`src/rtl/bit_serializer_if.sv`:
```
// bit_serializer_if: word-in / bit-out bundle between an upstream producer and bit_serializer.
interface bit_serializer_if #(parameter int WIDTH = 8);
  logic [WIDTH-1:0] din;
  logic din_valid;
  logic din_ready;
  logic w;
  logic w_valid;
  logic last;
  logic busy;
  modport master (output din, din_valid, input din_ready, w, w_valid, last, busy);
  modport slave (input din, din_valid, output din_ready, w, w_valid, last, busy);
endinterface

```
`src/rtl/bit_serializer.sv`:
```
// bit_serializer: MSB-first parallel-to-serial shifter with valid/ready input and optional idle gap.
// Define BIT_SERIALIZER_PARITY_EN to append an even-parity bit to every word.
module bit_serializer #(
  parameter int WIDTH = 8,
  parameter int GAP = 0
) (
  input logic clk,
  input logic rst,
  bit_serializer_if.slave bus
);
`ifdef BIT_SERIALIZER_PARITY_EN
  localparam int NBITS = WIDTH + 1;
`else
  localparam int NBITS = WIDTH;
`endif
  localparam int CW = $clog2(WIDTH + 2);
  localparam logic [CW-1:0] FIN = CW'(NBITS - 1);
  localparam logic [CW-1:0] PRE = CW'(NBITS - 2);
  typedef enum logic [1:0] {IDLE, SHIFT, GAP_WAIT} state_t;
  state_t state;
  logic [WIDTH-1:0] sreg;
  logic [CW-1:0] cnt;
  logic [3:0] gcnt;
  logic w, w_valid, last, fin, hs, nbit;
`ifdef BIT_SERIALIZER_PARITY_EN
  logic par;
  assign nbit = cnt == CW'(WIDTH - 1) ? par : sreg[WIDTH-1];
`else
  assign nbit = sreg[WIDTH-1];
`endif
  // cnt indexes the bit currently on w, so fin marks the word's final cycle
  assign fin = state == SHIFT && cnt == FIN;
  assign bus.din_ready = state == IDLE || (GAP == 0 && fin);
  assign hs = bus.din_valid && bus.din_ready;
  assign bus.busy = state != IDLE;
  assign bus.w = w;
  assign bus.w_valid = w_valid;
  assign bus.last = last;
  always_ff @(posedge clk or negedge rst) begin
    if (!rst) begin
      state <= IDLE;
      sreg <= '0;
      cnt <= '0;
      gcnt <= '0;
      w <= 1'b0;
      w_valid <= 1'b0;
      last <= 1'b0;
`ifdef BIT_SERIALIZER_PARITY_EN
      par <= 1'b0;
`endif
    end else if (hs) begin
      state <= SHIFT;
      sreg <= bus.din << 1;
      cnt <= '0;
      w <= bus.din[WIDTH-1];
      w_valid <= 1'b1;
      last <= 1'b0;
`ifdef BIT_SERIALIZER_PARITY_EN
      par <= ^bus.din;
`endif
    end else if (state == SHIFT && !fin) begin
      sreg <= sreg << 1;
      cnt <= cnt + 1'b1;
      w <= nbit;
      last <= cnt == PRE;
    end else if (state == SHIFT) begin
      state <= GAP > 0 ? GAP_WAIT : IDLE;
      gcnt <= '0;
      w <= 1'b0;
      w_valid <= 1'b0;
      last <= 1'b0;
    end else if (state == GAP_WAIT) begin
      state <= gcnt == 4'(GAP - 1) ? IDLE : GAP_WAIT;
      gcnt <= gcnt + 1'b1;
    end
  end
endmodule
```
`src/flat_wrapper.sv`:
```
// flat-port wrapper written by rule: the top's interface ports become plain ports
module bit_serializer_flat 
#(
  parameter int WIDTH = 8,
  parameter int GAP = 0
)
  (clk, rst, bus_din, bus_din_valid, bus_din_ready, bus_w, bus_w_valid, bus_last, bus_busy);
  bit_serializer_if #(.WIDTH(WIDTH)) bus_i ();
  input logic clk;
  input logic rst;
  input wire logic [$bits(bus_i.din)-1:0] bus_din;
  input wire logic [$bits(bus_i.din_valid)-1:0] bus_din_valid;
  output wire logic [$bits(bus_i.din_ready)-1:0] bus_din_ready;
  output wire logic [$bits(bus_i.w)-1:0] bus_w;
  output wire logic [$bits(bus_i.w_valid)-1:0] bus_w_valid;
  output wire logic [$bits(bus_i.last)-1:0] bus_last;
  output wire logic [$bits(bus_i.busy)-1:0] bus_busy;
  assign bus_i.din = bus_din;
  assign bus_i.din_valid = bus_din_valid;
  assign bus_din_ready = bus_i.din_ready;
  assign bus_w = bus_i.w;
  assign bus_w_valid = bus_i.w_valid;
  assign bus_last = bus_i.last;
  assign bus_busy = bus_i.busy;
  bit_serializer #(.WIDTH(WIDTH), .GAP(GAP)) u_core (.clk(clk), .rst(rst), .bus(bus_i));
endmodule
```
`config.mk`:
```
export PLATFORM = sky130hd
export DESIGN_NAME = bit_serializer_flat
export DESIGN_NICKNAME = d
export VERILOG_FILES = /design/src/rtl/bit_serializer_if.sv /design/src/rtl/bit_serializer.sv /design/src/flat_wrapper.sv
export SDC_FILE = /design/constraint.sdc
export NUM_CORES = 1
export LEC_CHECK = 0
export CORE_MARGIN = 3
export CORE_UTILIZATION = 48
export CTS_BUF_LIST = sky130_fd_sc_hd__clkbuf_4 sky130_fd_sc_hd__clkbuf_8 sky130_fd_sc_hd__clkbuf_16
export CTS_CLUSTER_SIZE = 24
export DETAILED_ROUTE_END_ITERATION = 7
export GPL_ROUTABILITY_DRIVEN = 0
export PLACE_DENSITY = 0.72
export SYNTH_ARGS = -nofsm -noshare
export SYNTH_HDL_FRONTEND = slang
export SYNTH_SLANG_ARGS = --single-unit
```
`constraint.sdc`:
```
create_clock -name clk -period 1.6 [get_ports clk]
set_input_delay 0.32 -clock clk [delete_from_list [all_inputs] [get_ports clk]]
set_output_delay 0.32 -clock clk [all_outputs]
set_load 0.02 [all_outputs]
```
==> flow_summary.ini <==
[detailed_routing]
dr_total_vias = 1070
route.antenna.remaining_nets = 0
drc_errors = 0
detail_route.wirelength_um = 3041
pre_antenna_drt_iters = 4
route.detailed.vias_per_inst = 5.661
wl_per_cell_um = 16.09
detail_route.iter0.violations = 31

[global_routing]
grt_pass1_vias = 1121
grt_overall_usage = 0.2029
grt_first_pass_wirelength_um = 4974
number_of_antenna_violations_at_the_first_check_in_global_routing = 0
globalRouteOverflowTotal = 0
grt_start_max_net_pins = 21

[yosys]
yosys.area.top_type = dfrtp_1
synth.yosys.seq_area_share = 0.4206
dominantRegCellSynth = dfrtp_1
synth_edf_count = 0
synth_cell_type_count = 35
synth_top_cells_by_count = dfrtp_1, inv_1, o21ai_0
synthesis.nets = 140
synth_compound_gate_area_share = 0.2492
post_synth_fa_ha_maj_area_fraction = 0.06309
synth_simple_gate_area_frac = 0.1493
mappedNetlistArea_um2 = 1190
syn_inst = 123
synth_seq_cells = 20
yosys_warnings = 0
async_flop_share = 1.000
synth_xor_xnor_area_share = 0
most_frequently_used_cell_type_in_the_post_synthesis_netlist = dfrtp_1
synth.top_cell.area_share = 0.4206
yosys-mux-area-fraction = 0.02734
synth.area.top_cells = dfrtp_1, ha_1, inv_1
syn-mean-instance-area_um2 = 9.674
synth_top_family_by_area = compound AO/OA/AOI/OAI gates

[flow_run]
drv.max_cap_violation_count = 0

[run_status]
violated_checks = negative setup slack
run_status = finished, violations left

[clock_network]
max_clock_buf_depth = 2
tritoncts = yes
cts_root_buf = clkbuf_4
insertion_delay_ns = 0.30
cts_buffers = 3
cts.hold.buffers_added = 0
number_of_clock_sinks_seen_by_cts = 20
cts.reportedPaths.clkPinSlew_ns = 0.11
h-tree-depth = 1

[timing]
setup_viol = 10
finalCriticalPeriod_ns = 1.642
worst_hold_slack_ns = 0.3341
postLayoutSetupSlackWorst_ns = -0.04226
finalCritPeriodShare = 1.026
worstMarginPinSlew_ns = 0.3391
fmax_mhz = 608.9
finalHoldViolCount = 0
slew-limit-headroom = 0.7719
final.setup_skew_ns = 0.003909
slew_violations = 0
rsz0062_at_grt = true

[worst_setup_path]
critPathKind = flop to flop
end_kind = flop
worst_setup_path_start_kind = flop
critPathRequiredTime_ns = 1.80
critPathMaxFanout = 5
worst_ep_arrival_time_ns = 1.84

[die]
num_io_pins = 16
chipWidth_um = 55.79
die_height_um = 55.79
core_um2 = 2276
floorplan.die_area_um2 = 3113
start_util = 0.5228
placementRows = 17

[pwr]
vdd_ir_drop_max_v = 0.0006595
pwr-share-seq = 0.526
switching_share_of_power = 0.1829
leakage_nw = 0.7891
pwr-share-comb = 0.049
power_per_cell_area_nw_per_um2 = 574.4
intPower_mw = 0.7852
p_clk_frac = 0.425
net-switching-power_mw = 0.1758

[cells_and_area]
final_layout_net_count = 179
antenna-diode-count = 0
layout_cells_sized_above_1 = 0.3168
fill_cells = 152
layout-area-overhead-vs-synth_pct = 40.59
final_design_area_no_fill_um2 = 1673

[placed_design]
dp_hpwl_um = 2103
place.port_buffers = 15
detailed_place.area_um2 = 1510

[hold_path]
hold_path.class = input pin to async pin
[placed cells by master (no fill, tap or decap), drive strengths merged, types with 2 or more instances in the layout]
master         synthesis  final
buf                    4     28
dlygate4sd2            0      2
inv                   16     16
mux2                   2      2
a21boi                 7      7
a31oi                  2      2
ha                     6      6
nand3                  4      4
clkdlybuf4s50          0     10
dfrtp                 20     20
nor2b                  2      2
o21a                   1      2
or3                    2      2
clkbuf                 4      3
o31a                   6      6
o211ai                 6      6
and4b                  2      2
and3                   7      7
a21oi                  5      5
o21ai                  9      9
nand2                  4      4
[layout make-up]
cell class	instances	area, um^2	share of cell area
Tap cell	28	35.03	0.02094
Clock inverter	1	30.03	0.01795
Multi-Input combinational cell	80	641.9	0.3837
Clock buffer	3	22.52	0.01346
Timing Repair Buffer	41	382.9	0.2289
Sequential cell	20	500.5	0.2992
Inverter	16	60.06	0.03590
[through the flow]
stage	utilization	std cells	setup slack [ns]	setup TNS, ns	power (mW)
final	0.7350	189	-0.04226	-0.2692	0.9610
after global routing	0.7350	189	-0.1261	-1.093	1.002
after CTS	0.7070	187	-0.03650	-0.1934	0.9714
after detailed placement	0.6636	180	-0.1554	-0.5062	0.5619
after global placement	0.6636	180	-0.1112	-0.1608	0.5603
after floorplan	-	123	-0.03043	-0.07914	0.5231
[power by group through the flow]
| stage | Combinational [mW] | Sequential (mW) | Clock [mW] |
|---|---|---|---|
| 2_1_floorplan | 0.00795 | 0.515 | 0 |
| 3_3_place_gp | 0.0452 | 0.515 | 0 |
| 3_5_place_dp | 0.0469 | 0.515 | 0 |
| 4_1_cts | 0.0476 | 0.505 | 0.419 |
| 5_1_grt | 0.0520 | 0.505 | 0.445 |
| 6_report | 0.0472 | 0.505 | 0.409 |
[routing by layer]
| layer | global-route usage | vias up | part of all wire | routed length (um) |
|---|---|---|---|---|
| met5 | 0 | - | 0 | 0 |
| met4 | 0.08681 | 0 | 0.016 | 48 |
| met3 | 0.05336 | 6 | 0.024 | 72 |
| met1 | 0.2375 | 527 | 0.42 | 1268 |
| li1 | - | 523 | - | - |
| met2 | 0.3480 | 14 | 0.54 | 1653 |
[final timing paths]
check,from,to,slack (ns),cells past startpoint
max in group asynchronous,rst,u_core.sreg[2]$_DFFE_PN0P_,1.05,2
min reg2reg,u_core.gcnt[3]$_DFFE_PN0P_,u_core.gcnt[3]$_DFFE_PN0P_,0.50,1
min,rst,u_core.sreg[6]$_DFFE_PN0P_,0.33,2
max reg2reg,u_core.state[1]$_DFFE_PN0P_,u_core.sreg[3]$_DFFE_PN0P_,-0.04,6
min in group clk,u_core.gcnt[3]$_DFFE_PN0P_,u_core.gcnt[3]$_DFFE_PN0P_,0.50,1
max,u_core.state[1]$_DFFE_PN0P_,u_core.sreg[3]$_DFFE_PN0P_,-0.04,6
[flip-flops by register name, indices dropped and copies added, names as in the netlist]
name                cells
u_core.state            2
u_core.cnt              4
u_core.bus.w            1
u_core.gcnt             4
u_core.bus.last         1
u_core.sreg             7
u_core.bus.w_valid      1
[repair_timing]
action,CTS,global route
setup buffers,2,2
resized for setup,21,15
setup endpoints to repair,16,20
cloned,1,0
endpoints found under the hold margin,0,0
pin swaps,9,4
[critical path, cell delays in order (launching register included)]
cell	delay [ns]
dfrtp_1	0.39
inv_2	0.06
ha_2	0.19
buf_6	0.12
and4b_2	0.26
o21a_4	0.24
o31a_1	0.28
[logic make-up (layout without fill, tap and decap cells)]
| family | count (synthesis) | after routing |
|---|---|---|
| muxes | 3 | 3 |
| DFF | 20 | 20 |
| and+or+nand+nor | 29 | 29 |
| AOI/OAI and AO/OA | 41 | 42 |
| buffers and inverters | 24 | 61 |
| adders and majority gates | 6 | 6 |
No activity file was read; power rests on OpenSTA's default activity.
